File: src/rtl/barrel_shifter_pipe.sv
// ============================================================================
// barrel_shifter_pipe
//
// Pipelined barrel shifter with a valid/ready handshake on both sides. It
// supports logical left, logical right, arithmetic right and rotate right.
// There is one register stage per bit of the shift amount. Stage k shifts
// by 2^k when bit k of the amount it carries is set. Otherwise it passes the
// data through unchanged. Back-pressure from the output freezes the whole
// pipe, including empty (bubble) stages.
//
// Parameters
//   WIDTH  data width, power of two from 8 to 64
//   LOG2W  shift-amount width, must equal log2(WIDTH)
//
// Ports
//   clk        sole clock, rising edge
//   rst        synchronous active-high reset
//   in_valid   request present on in_data/in_amt/in_mode
//   in_ready   block accepts a request this cycle
//   in_data    operand
//   in_amt     unsigned shift amount, 0 to WIDTH-1
//   in_mode    00 SLL, 01 SRL, 10 SRA, 11 ROR
//   out_valid  out_data/out_zero hold a result
//   out_ready  downstream takes the result this cycle
//   out_data   shifted result
//   out_zero   high when out_data is all zeros (registered)
// ============================================================================
module barrel_shifter_pipe #(
    parameter int WIDTH = 32,
    parameter int LOG2W = 5
) (
    input  logic             clk,
    input  logic             rst,
    input  logic             in_valid,
    output logic             in_ready,
    input  logic [WIDTH-1:0] in_data,
    input  logic [LOG2W-1:0] in_amt,
    input  logic [1:0]       in_mode,
    output logic             out_valid,
    input  logic             out_ready,
    output logic [WIDTH-1:0] out_data,
    output logic             out_zero
);

    typedef enum logic [1:0] {
        MODE_SLL = 2'b00,
        MODE_SRL = 2'b01,
        MODE_SRA = 2'b10,
        MODE_ROR = 2'b11
    } shiftMode_e;

    // Reject unsupported widths, or a mismatched amount width, while the
    // design is being elaborated rather than letting a broken pipe build.
    generate
        if (WIDTH < 8 || WIDTH > 64 || (WIDTH & (WIDTH - 1)) != 0 ||
            LOG2W != $clog2(WIDTH)) begin : gBadParams
            $error("barrel_shifter_pipe: WIDTH must be a power of two in 8..64 and LOG2W must equal log2(WIDTH)");
        end
    endgenerate

    // Per-stage pipeline registers and their next-state values.
    logic [WIDTH-1:0] stageData_q  [LOG2W];
    logic [WIDTH-1:0] stageData_d  [LOG2W];
    logic [LOG2W-1:0] stageAmt_q   [LOG2W];
    logic [LOG2W-1:0] stageAmt_d   [LOG2W];
    logic [1:0]       stageMode_q  [LOG2W];
    logic [1:0]       stageMode_d  [LOG2W];
    logic             stageValid_q [LOG2W];
    logic             stageValid_d [LOG2W];
    logic             zero_q;
    logic             zero_d;

    // Walking values that feed each stage in the combinational loop.
    logic [WIDTH-1:0] curData;
    logic [LOG2W-1:0] curAmt;
    logic [1:0]       curMode;
    logic             curValid;

    // Shift one stage's worth: a fixed distance of 2^k in the given mode.
    // SRA takes its fill from the current MSB. Earlier stages keep the
    // original sign bit in place, so this matches the operand's sign.
    function automatic logic [WIDTH-1:0] shiftStage(
        input logic [WIDTH-1:0] d,
        input logic [1:0]       mode,
        input int               k
    );
        int sh;
        sh = 1 << k;
        case (mode)
            MODE_SLL: return d << sh;
            MODE_SRL: return d >> sh;
            MODE_SRA: return $signed(d) >>> sh;
            MODE_ROR: return (d >> sh) | (d << (WIDTH - sh));
            default:  return d;
        endcase
    endfunction

    // The handshake is purely a function of the output side. A result
    // either is not present or is being taken, so the whole pipe can move.
    assign in_ready = !out_valid || out_ready;

    // Compute every stage's next contents. Stage 0 is fed from the input
    // port, and each later stage is fed from the register before it. The
    // full amount travels with the data so that each stage can pick out
    // its own bit. Bubbles flow through too, with their valid bit low.
    always_comb begin
        curData  = in_data;
        curAmt   = in_amt;
        curMode  = in_mode;
        curValid = in_valid;
        for (int k = 0; k < LOG2W; k++) begin
            stageData_d[k]  = curAmt[k] ? shiftStage(curData, curMode, k) : curData;
            stageAmt_d[k]   = curAmt;
            stageMode_d[k]  = curMode;
            stageValid_d[k] = curValid;
            curData  = stageData_q[k];
            curAmt   = stageAmt_q[k];
            curMode  = stageMode_q[k];
            curValid = stageValid_q[k];
        end
        zero_d = (stageData_d[LOG2W-1] == '0);
    end

    // Pipeline registers. Reset wins over everything and discards whatever
    // is in flight. Otherwise the pipe advances as a unit when ready and
    // holds completely when stalled, including empty stages.
    always_ff @(posedge clk) begin
        if (rst) begin
            for (int k = 0; k < LOG2W; k++) begin
                stageData_q[k]  <= '0;
                stageAmt_q[k]   <= '0;
                stageMode_q[k]  <= '0;
                stageValid_q[k] <= 1'b0;
            end
            zero_q <= 1'b0;
        end else if (in_ready) begin
            for (int k = 0; k < LOG2W; k++) begin
                stageData_q[k]  <= stageData_d[k];
                stageAmt_q[k]   <= stageAmt_d[k];
                stageMode_q[k]  <= stageMode_d[k];
                stageValid_q[k] <= stageValid_d[k];
            end
            zero_q <= zero_d;
        end
    end

    assign out_valid = stageValid_q[LOG2W-1];
    assign out_data  = stageData_q[LOG2W-1];
    assign out_zero  = zero_q;

endmodule

File: config.mk
export PLATFORM = sky130hd
export DESIGN_NAME = barrel_shifter_pipe
export DESIGN_NICKNAME = d
export VERILOG_FILES = /design/src/rtl/barrel_shifter_pipe.sv
export SDC_FILE = /design/constraint.sdc
export NUM_CORES = 1
export LEC_CHECK = 0
export ABC_AREA = 1
export CAP_MARGIN = 20
export CELL_PAD_IN_SITES_DETAIL_PLACEMENT = 0
export CELL_PAD_IN_SITES_GLOBAL_PLACEMENT = 1
export CORE_MARGIN = 1
export CORE_UTILIZATION = 40
export CTS_CLUSTER_SIZE = 30
export DETAILED_ROUTE_END_ITERATION = 8
export DONT_BUFFER_PORTS = 1
export PLACE_DENSITY = 0.76
export SLEW_MARGIN = 20
export SYNTH_ARGS = -nofsm -noshare
export SYNTH_HDL_FRONTEND = slang
export SYNTH_SLANG_ARGS = --single-unit
File: constraint.sdc
create_clock -name clk -period 5.4 [get_ports clk]
set_input_delay 0.54 -clock clk [delete_from_list [all_inputs] [get_ports clk]]
set_output_delay 0.54 -clock clk [all_outputs]
set_load 0.05 [all_outputs]
==> results.yml <==
run_status:
  status: "finished, final reports clean"
sta:
  period_share_pct: 59.84
  worst_pin_slew_ns: 0.9978
  fmax_mhz: 309.5
  final-max-slew-violation-count: 0
  setup_ws_ns: 2.169
  rsz0062_at_grt: "no"
  holdWs_ns: 0.3283
  setup_viol: 0
  setup_tns_ns: 0
  hold_violations: 0
  fin_skew_ns: 0.01118
  fin_crit_ns: 3.231
  slew_headroom_pct: 33.39
job:
  maxCapViolCount: 0
global_routing:
  grt_pass1_vias: 6633
  grt-ovfl-total: 0
  grtUsageTotal_pct: 15.60
  grt_pass1_wl_um: 32680
  antenna_found_initial: 0
  grt_max_degree: 112
logic_synthesis:
  synth_edf_count: 183
  synth.area.mux_share_pct: 0
  synth_top_cell_by_area: "edfxtp_1"
  synth_fa_ha_area_share_pct: 0
  synth_nets: 1197
  synth-compound-area-share_pct: 11.40
  synth_xor_area_share_pct: 0
  async_flop_share_pct: 0
  synthTopCellsByArea: "edfxtp_1 55%, nand2_1 11%, o211ai_1 7.3%"
  synth_top_family_by_area: "simple AND/OR/NAND/NOR gates"
  synth_warnings: 0
  synth_common_cells: "303 x nand2_1, 183 x edfxtp_1, 152 x inv_1"
  synth.avg_cell_area_um2: 8.730
  synthCells: 1154
  seq_area_frac_synth_pct: 54.74
  synth_top_area_share_pct: 54.55
  post-synth-top-count-cell: "nand2_1"
  synthFlopType: "edfxtp_1"
  synth-simple-area-share_pct: 22.07
  ys_types: 28
  ys_ff_latch: 184
  synthesis.area_mm2: 0.01007
route:
  vias_per_cell: 5.043
  wl_met3_um: 676
  wire_per_inst_um: 13.61
  ant_nets: 0
  drt_wl_total_um: 19280
  via_count: 7141
  dr.max_layer_used: "met4"
  wl_met1_um: 8495
  wl_met2_um: 9878
  drtIter0Drc: 530
  drc: 0
  dr.pass1.iters: 5
min_path:
  hold_path_depth: 2
  hp-class: "in -> reg"
place:
  post_dp_cell_area_mm2: 0.009992
  detailed_place_hpwl_um: 13500
  gp_congestion: 0.7991
  dp_slack_ns: 2.189
  portBuffers: 0
  dp.cells: 1384
critical_path:
  critPathKind: "reg -> reg"
  critPathMaxFanout: 111
  required_ns: 5.45
  rr_worst_depth: 4
  critPathLaunchType: "register"
  arrival_ns: 3.28
  path_cells: "nand2_1 > inv_1 > nand2_8 > buf_4"
  critical_path.max_stage_delay_ns: 0.78
  endpoint_kind: "register"
  cp_num_cells: 4
  cp_top_family: "simple AND/OR/NAND/NOR gates"
  cpMaxStageDelayCell: "buf_4"
  cp.buffers_inverters: 2
final_layout:
  stdcell_count: 1416
  diodes: 0
  layout-drive-gt1-share_pct: 5.220
  final_util_pct: 43.07
  final_area_mm2: 0.01057
  area_growth_pct: 4.881
  layout.nets: 1122
die:
  core_region_area_mm2: 0.02453
  rows: 57
  initial_core_util_pct: 41.06
  die-area_mm2: 0.02583
  boundaryPins: 78
  die_width_um: 160.7
  die_h_um: 160.7
clocking:
  post_cts_resized: 0
  cts-htree-levels: 4
  cts_tree: "yes"
  clockBufferDepth: 2
  clk_pin_slew_ns: 0.07
  root_buffer: "clkbuf_16"
  clock-sinks: 184
  cts_setup_buffers: 0
  clkLatencyLatePin_ns: 0.42
  cts_buffers: 17
  postCtsHoldBufs: 0
pwr:
  p_per_area_mw_per_mm2: 317.7
  p_leak_nw: 4.543
  p_total_mw: 3.357
  vdd_drop_max_mv: 0.1919
[layout make-up]
cell class,count,area [um^2]
clock inverters,14,145.1
inverters,156,590.6
fillers,2442,13970
clock buffers,18,429.2
flip-flops and latches,184,5515
well taps,324,405.4
multi-input cells,708,3391
repair buffers,12,90.09
[path summary, 6_finish.rpt]
check,startpoint,to,slack [ns]
max,stageValid_q[0][4],stageData_q[0][6],2.17
min,in_data[8],stageData_q[0][8],0.33
max reg2reg,stageValid_q[0][4],stageData_q[0][6],2.17
min reg2reg,stageValid_q[0][2],stageValid_q[0][3],0.54
[cells by family after synthesis]
kind of cell	count (synthesis)
flip-flops	184
AO/OA/AOI/OAI	175
buffers and inverters	262
AND/OR/NAND/NOR	533
[metal layers]
| layer | global-route usage [%] | up-vias |
|---|---|---|
| met4 | 4.974 | 0 |
| met2 | 28.32 | 168 |
| met3 | 2.454 | 15 |
| met1 | 18.83 | 3276 |
| li1 | - | 3682 |
| met5 | 0 | - |
[registers in the layout (all words and copies together) (netlist names)]
signal	flops
out_zero	1
stageAmt_q	10
stageData_q	160
stageMode_q	8
stageValid_q	5
[power breakdown]
part / leakage, nW / internal [mW] / switching [mW] / total [mW]
Combinational: 2.08 / 0.118 / 0.220 / 0.338
Clock: 0.277 / 0.685 / 0.520 / 1.20
Sequential: 2.19 / 1.69 / 0.126 / 1.81
[layout by cell type, fill, tap and decap left out, types with 3 or more instances in the layout]
cell type,instances
o211ai_1,98
a31oi_1,18
clkbuf_16,17
buf_4,12
nand3_1,122
edfxtp_1,183
clkinv_1,3
a21oi_1,23
nand2_2,3
or2_2,3
inv_1,151
inv_6,5
or2_1,10
nor2_1,86
inv_2,3
nand2_1,302
o21ai_0,33
Power figures use the tool's default switching activity.
